## src/rtl/mfm_reader.sv

```systemverilog
// -----------------------------------------------------------------------------
// mfm_reader
// Receiving end of the magnetic field meter ADC link (CNV/BUSY/SCK/SDO).
// A start request fires a CNV pulse and waits for BUSY to drop. It then clocks
// the conversion word in MSB-first and publishes it on b_field, which feeds the
// B-to-frequency calculation in the clk_200MHz domain.
//
// Build option: define MFM_PARITY_EN to read one extra odd-parity bit after
// the data bits. A word that fails the parity check is dropped and parity_err
// pulses. Without the macro exactly DATA_W bits are read and parity_err is 0.
//
// Ports:
//   clk          system clock (clk_200MHz)
//   reset        synchronous, active-high reset
//   start        conversion request, level-sampled in IDLE only
//   mfm_cnv      conversion trigger to the ADC
//   mfm_busy     ADC busy (asynchronous, 2-FF synchronised)
//   mfm_sck      serial clock to the ADC, idles low
//   mfm_sdo      serial data from the ADC
//   b_field      last good conversion word (1 LSB ~ 29.8 nT)
//   ready        one-cycle pulse when b_field updates
//   active       high whenever the reader is not idle
//   timeout_err  one-cycle pulse when BUSY never drops
//   parity_err   one-cycle pulse on a parity mismatch
// -----------------------------------------------------------------------------
module mfm_reader #(
    parameter int DATA_W       = 32,
    parameter int SCK_DIV      = 4,
    parameter int CNV_HIGH     = 4,
    parameter int BUSY_TIMEOUT = 1024
) (
    input  logic              clk,
    input  logic              reset,
    input  logic              start,
    output logic              mfm_cnv,
    input  logic              mfm_busy,
    output logic              mfm_sck,
    input  logic              mfm_sdo,
    output logic [DATA_W-1:0] b_field,
    output logic              ready,
    output logic              active,
    output logic              timeout_err,
    output logic              parity_err
);

`ifdef MFM_PARITY_EN
    localparam int NBITS = DATA_W + 1;
`else
    localparam int NBITS = DATA_W;
`endif
    // BUSY is ignored for this many WAIT_BUSY cycles: the synchroniser delay
    // plus the ADC's own BUSY rise latency.
    localparam int BLANK = 4;
    localparam int M0    = (BUSY_TIMEOUT > 2*SCK_DIV) ? BUSY_TIMEOUT : 2*SCK_DIV;
    localparam int M1    = (M0 > CNV_HIGH) ? M0 : CNV_HIGH;
    localparam int M2    = (M1 > BLANK + 1) ? M1 : BLANK + 1;
    localparam int CNT_W = $clog2(M2 + 1);
    localparam int BIT_W = $clog2(NBITS + 1);

    typedef enum logic [2:0] {
        S_IDLE,
        S_CNV,
        S_WAIT_BUSY,
        S_SHIFT,
        S_DONE
    } state_t;

    state_t             state, state_next;
    logic [CNT_W-1:0]   cnt, cnt_next;
    logic [BIT_W-1:0]   bit_cnt, bit_cnt_next;
    logic [NBITS-2:0]   shreg;
    logic               busy_p0, busy_p1;
    logic               sample, last_sample, timeout_hit, sck_next;
    logic [NBITS-1:0]   word;
    logic [DATA_W-1:0]  word_data;
    logic               word_ok;

`ifdef MFM_PARITY_EN
    logic               word_ok_r;

    // Odd parity: data bits XOR parity bit must be 1.
    function automatic logic parity_ok(input logic [NBITS-1:0] w);
        return ^w;
    endfunction
`endif

    // Full word as it stands on the final sample edge: the bits collected so
    // far plus the bit currently on SDO.
    assign word      = {shreg, mfm_sdo};
    assign word_data = word[NBITS-1 -: DATA_W];
`ifdef MFM_PARITY_EN
    assign word_ok   = parity_ok(word);
`else
    assign word_ok   = 1'b1;
`endif

    always_comb begin
        state_next   = state;
        cnt_next     = cnt;
        bit_cnt_next = bit_cnt;
        sample       = 1'b0;
        timeout_hit  = 1'b0;
        case (state)
            S_IDLE: begin
                if (start) begin
                    state_next = S_CNV;
                    cnt_next   = '0;
                end
            end
            S_CNV: begin
                if (cnt == CNT_W'(CNV_HIGH - 1)) begin
                    state_next = S_WAIT_BUSY;
                    cnt_next   = '0;
                end else begin
                    cnt_next = cnt + CNT_W'(1);
                end
            end
            S_WAIT_BUSY: begin
                if (cnt >= CNT_W'(BLANK) && !busy_p1) begin
                    state_next   = S_SHIFT;
                    cnt_next     = '0;
                    bit_cnt_next = '0;
                end else if (cnt == CNT_W'(BUSY_TIMEOUT - 1)) begin
                    state_next  = S_IDLE;
                    cnt_next    = '0;
                    timeout_hit = 1'b1;
                end else begin
                    cnt_next = cnt + CNT_W'(1);
                end
            end
            S_SHIFT: begin
                // cnt walks one bit period: SCK low for the first half, high
                // for the second; SDO is taken on the last high cycle.
                if (cnt == CNT_W'(2*SCK_DIV - 1)) begin
                    sample   = 1'b1;
                    cnt_next = '0;
                    if (bit_cnt == BIT_W'(NBITS - 1)) begin
                        state_next = S_DONE;
                    end else begin
                        bit_cnt_next = bit_cnt + BIT_W'(1);
                    end
                end else begin
                    cnt_next = cnt + CNT_W'(1);
                end
            end
            S_DONE: begin
                state_next = S_IDLE;
            end
            default: begin
                state_next = S_IDLE;
            end
        endcase
    end

    assign last_sample = sample && (bit_cnt == BIT_W'(NBITS - 1));
    assign sck_next    = (state_next == S_SHIFT) && (cnt_next >= CNT_W'(SCK_DIV));

    always_ff @(posedge clk) begin
        if (reset) begin
            state   <= S_IDLE;
            cnt     <= '0;
            bit_cnt <= '0;
            shreg   <= '0;
            busy_p0 <= 1'b0;
            busy_p1 <= 1'b0;
            mfm_cnv <= 1'b0;
            mfm_sck <= 1'b0;
            b_field <= '0;
`ifdef MFM_PARITY_EN
            word_ok_r <= 1'b1;
`endif
        end else begin
            state   <= state_next;
            cnt     <= cnt_next;
            bit_cnt <= bit_cnt_next;
            // ---- BUSY synchroniser stage 0 -> stage 1 ----
            busy_p0 <= mfm_busy;
            busy_p1 <= busy_p0;
            // CNV/SCK are registered from the next state so the ADC sees
            // glitch-free edges aligned with the state they belong to.
            mfm_cnv <= (state_next == S_CNV);
            mfm_sck <= sck_next;
            if (sample) begin
                shreg <= {shreg[NBITS-3:0], mfm_sdo};
            end
            // b_field is loaded whole on the final sample so the new word is
            // already visible in the DONE cycle that pulses ready.
            if (last_sample) begin
                if (word_ok) begin
                    b_field <= word_data;
                end
`ifdef MFM_PARITY_EN
                word_ok_r <= word_ok;
`endif
            end
        end
    end

    assign active      = (state != S_IDLE);
    assign timeout_err = timeout_hit;
`ifdef MFM_PARITY_EN
    assign ready       = (state == S_DONE) && word_ok_r;
    assign parity_err  = (state == S_DONE) && !word_ok_r;
`else
    assign ready       = (state == S_DONE);
    assign parity_err  = 1'b0;
`endif

endmodule

```

## config.mk

```make
export PLATFORM = sky130hd
export DESIGN_NAME = mfm_reader
export DESIGN_NICKNAME = d
export VERILOG_FILES = /design/src/rtl/mfm_reader.sv
export SDC_FILE = /design/constraint.sdc
export NUM_CORES = 1
export LEC_CHECK = 0
export CORE_MARGIN = 3
export CORE_UTILIZATION = 50
export CTS_CLUSTER_SIZE = 14
export DETAILED_ROUTE_END_ITERATION = 7
export HOLD_SLACK_MARGIN = 0.06
export PLACE_DENSITY = 0.8
export SETUP_SLACK_MARGIN = 0.5
export SLEW_MARGIN = 10
export SYNTH_ARGS = -nofsm -noshare
export SYNTH_HDL_FRONTEND = slang
export SYNTH_SLANG_ARGS = --single-unit
export TNS_END_PERCENT = 10
```

## constraint.sdc

```tcl
create_clock -name clk -period 2.3 [get_ports clk]
set_input_delay 0.575 -clock clk [delete_from_list [all_inputs] [get_ports clk]]
set_output_delay 0.575 -clock clk [all_outputs]
set_load 0.02 [all_outputs]
```

==> out/qor.csv <==
stage,metric,value,unit
grt,grt_max_degree,35,
synthesis,ys.flop_type,dfxtp_1,
cells_and_area,drive_gt1_frac,0.229,
setup_path,reg2reg_depth,7,
setup_path,critical_path.slowest_cell,o311ai_1,
floorplan,die-area,8400,um2
cells_and_area,final_nets,548,
drt,routedWlPerCell,15.9,um
floorplan,io_pins,43,
setup_path,cp_cell_sequence,"nor4_4, buf_4, a41oi_4, o311ai_1, o311ai_4, a2111oi_2, a31oi_1",
place,dp_slack,-0.173,ns
drt,routed_wl,10.2,mm
synthesis,synth_edf_count,0,
clock_tree,cts_root_buf,clkbuf_8,
grt,grt_pass1_wl,15.4,mm
clock_tree,insertion_delay,0.36,ns
sta,hold_violations,0,
setup_path,required,2.53,ns
drt,first_iter_violations,336,
pwr,power_leakage,1.77,nW
drt,vias,3603,
sta,rsz0062_at_grt,yes,
floorplan,die_h,91.7,um
setup_path,r2r_end,mfm_sck,
grt,antenna_found_initial,0,
synthesis,synth_top_area_frac,0.475,
job,cap_violations,0,
pwr,power.density,548,nW/um2
clock_tree,cts_made_buffers,9,
setup_path,start_kind,flip-flop,
setup_path,timing.rr.start,cnt[10],
setup_path,worstSetupEndpoint,mfm_sck,
synthesis,ys_seq_area_frac,0.475,
clock_tree,cts_tree,yes,
drt,dr.pass1.iters,5,
setup_path,cpPeakStageDelay,0.49,ns
sta,finalClockSkew,0.0112,ns
sta,period_share,0.973,
synthesis,syn_avg_cell_area,7.89,um2
setup_path,r2r_setup_slack,0.06,ns
cells_and_area,post-route-util,0.731,
clock_tree,ctsHtreeMaxLevel,3,
synthesis,syn-instance-count,465,
setup_path,cp-startpoint,cnt[10],
synthesis,synthArstFlopShare,0,
pwr,ir_drop,0.403,mV
synthesis,yosysWarnings,0,
drt,via_per_inst,5.62,
drt,remaining_drc_errors,0,
place,dp_hpwl,6.06,mm
grt,grt_busiest_layer,met2,
clock_tree,cts_num_sinks,87,
cells_and_area,synthToLayoutAreaGrowth,38.3,%
setup_path,crit_type,reg -> reg,
sta,slew_violations,0,
synthesis,synth_top_area_cell,dfxtp_1,
synthesis,synth_cell_types,52,
grt,grt_use_met3,0.0492,
sta,worst_slew_pin_slew,0.614,ns
setup_path,cp-end-kind,flip-flop,
sta,worst_slack,0.0624,ns
cells_and_area,n_antenna_cell,0,
cells_and_area,final_area,5070,um2
floorplan,core_area,6940,um2
grt,grtUsageMet2,0.375,
grt,grt.overflow.total,0,
sta,setup_viol,0,
grt,met1_usage,0.280,
place,port_buffers,41,
place,placed_cell_area,4420,um2
synthesis,synth_seq_cells,87,
synthesis,syn_nets,473,
sta,timing.setup.tns,0,ns
sta,fin_crit,2.24,ns
clock_tree,clock_path_buffers,2,
setup_path,cp.arrival,2.47,ns
drt,antenna_left,0,
sta,slew_headroom,0.591,
cells_and_area,final_cell_mix,"nand2_1 (131), dfxtp_1 (77), a21oi_1 (70)",
clock_tree,cts.reportedPaths.clkPinSlew,0.09,ns
clock_tree,postCtsHoldBufs,0,
floorplan,num_rows,30,
floorplan,start_util,0.528,
sta,max_freq,0.447,GHz
min_path,hold_path.class,reg -> reg,
setup_path,critPathMaxFanout,6,
grt,grtUsageTotal,0.223,
outcome,status,"finished, final reports clean",
synthesis,netlist_top_cells_area,"dfxtp_1 (47%), nand2_1 (14%), a21oi_1 (10%)",
synthesis,netlist_area,3670,um2
floorplan,die_w,91.7,um
grt,grt_pass1_vias,3337,
place,gp_congestion,0.930,
cells_and_area,final_common_cell,nand2_1,
## routing by layer
| layer | up-vias | wire length (um) |
|---|---|---|
| li1 | 1724 | - |
| met2 | 166 | 5040 |
| met5 | - | 0 |
| met3 | 24 | 775 |
| met4 | 0 | 227 |
| met1 | 1689 | 4160 |
## critical path: cells and delay by family, from the launching register on
kind | cells | cell delay, ns
and+or+nand+nor | 1 | 0.32
buffers and inverters | 1 | 0.19
DFF | 1 | 0.37
AOI/OAI and AO/OA | 5 | 1.24
## worst min-delay path by stage
stage / startpoint / cells after the start / endpoint
2_1_floorplan: busy_p0 / 1 / busy_p1
3_3_place_gp: busy_p0 / 1 / busy_p1
3_5_place_dp: b_field[31] / 2 / b_field[31]
4_1_cts: b_field[31] / 2 / b_field[31]
5_1_grt: b_field[31] / 2 / b_field[31]
6_report: b_field[31] / 2 / b_field[31]
## state kept, by name (all words and copies together) (netlist names)
signal	flops
cnt	11
mfm_cnv	1
bit_cnt	6
busy_p0	1
b_field	32
state	3
shreg	31
mfm_sck	1
busy_p1	1
## cell families (layout without fill, tap and decap cells)
group | after synthesis | after routing | synth area share
AO/OA/AOI/OAI | 106 | 107 | 0.175
adder cells (fa/ha/maj) | 3 | 3 | 0.0102
flip-flops | 87 | 87 | 0.475
other | 1 | 1 | 0.00102
AND/OR/NAND/NOR | 217 | 217 | 0.271
multiplexers | 1 | 1 | 0.00307
buffers and inverters | 44 | 123 | 0.0511
XOR/XNOR | 6 | 6 | 0.0143
## per-stage QoR
step | hold slack, ns | power, mW | cells
2_1_floorplan | 0.414 | 1.62 | 465
3_3_place_gp | 0.423 | 1.66 | 602
3_5_place_dp | 0.446 | 1.66 | 602
4_1_cts | 0.458 | 2.79 | 631
5_1_grt | 0.478 | 2.87 | 641
6_report | 0.456 | 2.78 | 641
## synthesized netlist by cell type, drive strengths merged, types with 2 or more instances
cell type  count
a211oi         3
dfxtp         87
a31oi          6
and4           3
nor2          18
nand3          8
nor4          10
and3           4
a2111oi        2
and2           2
inv           10
or2            2
nor3           7
clkbuf        23
nand4          5
or4            3
nor2b          9
ha             3
a21oi         73
a21o           3
o311ai         2
o21ai          7
or3            2
nand2b         3
xor2           5
nand2        137
buf           11
## what timing repair did
action | in CTS | in global routing
pin swaps | 1 | 18
setup buffers | 12 | 6
endpoints found under the setup margin | 121 | 122
cloned | 1 | 4
gates resized for setup | 37 | 31
## final cells by class
class	instances	area (um2)
Tap cell	96	120
Clock inverter	6	76.3
Sequential cell	87	1760
Clock buffer	10	138
Multi-Input combinational cell	335	2000
Fill cell	504	1870
Inverter	10	37.5
Timing Repair Buffer	97	945
## report_power, final
part / total (mW) / leakage, nW / switching (mW) / internal (mW)
sequential: 1.51 / 0.707 / 0.00575 / 1.51
clock: 1.13 / 0.103 / 0.584 / 0.549
combinational: 0.131 / 0.961 / 0.0777 / 0.0537
total: 2.78 / 1.77 / 0.667 / 2.11
Note: power is estimated with default switching activity, not from simulation.
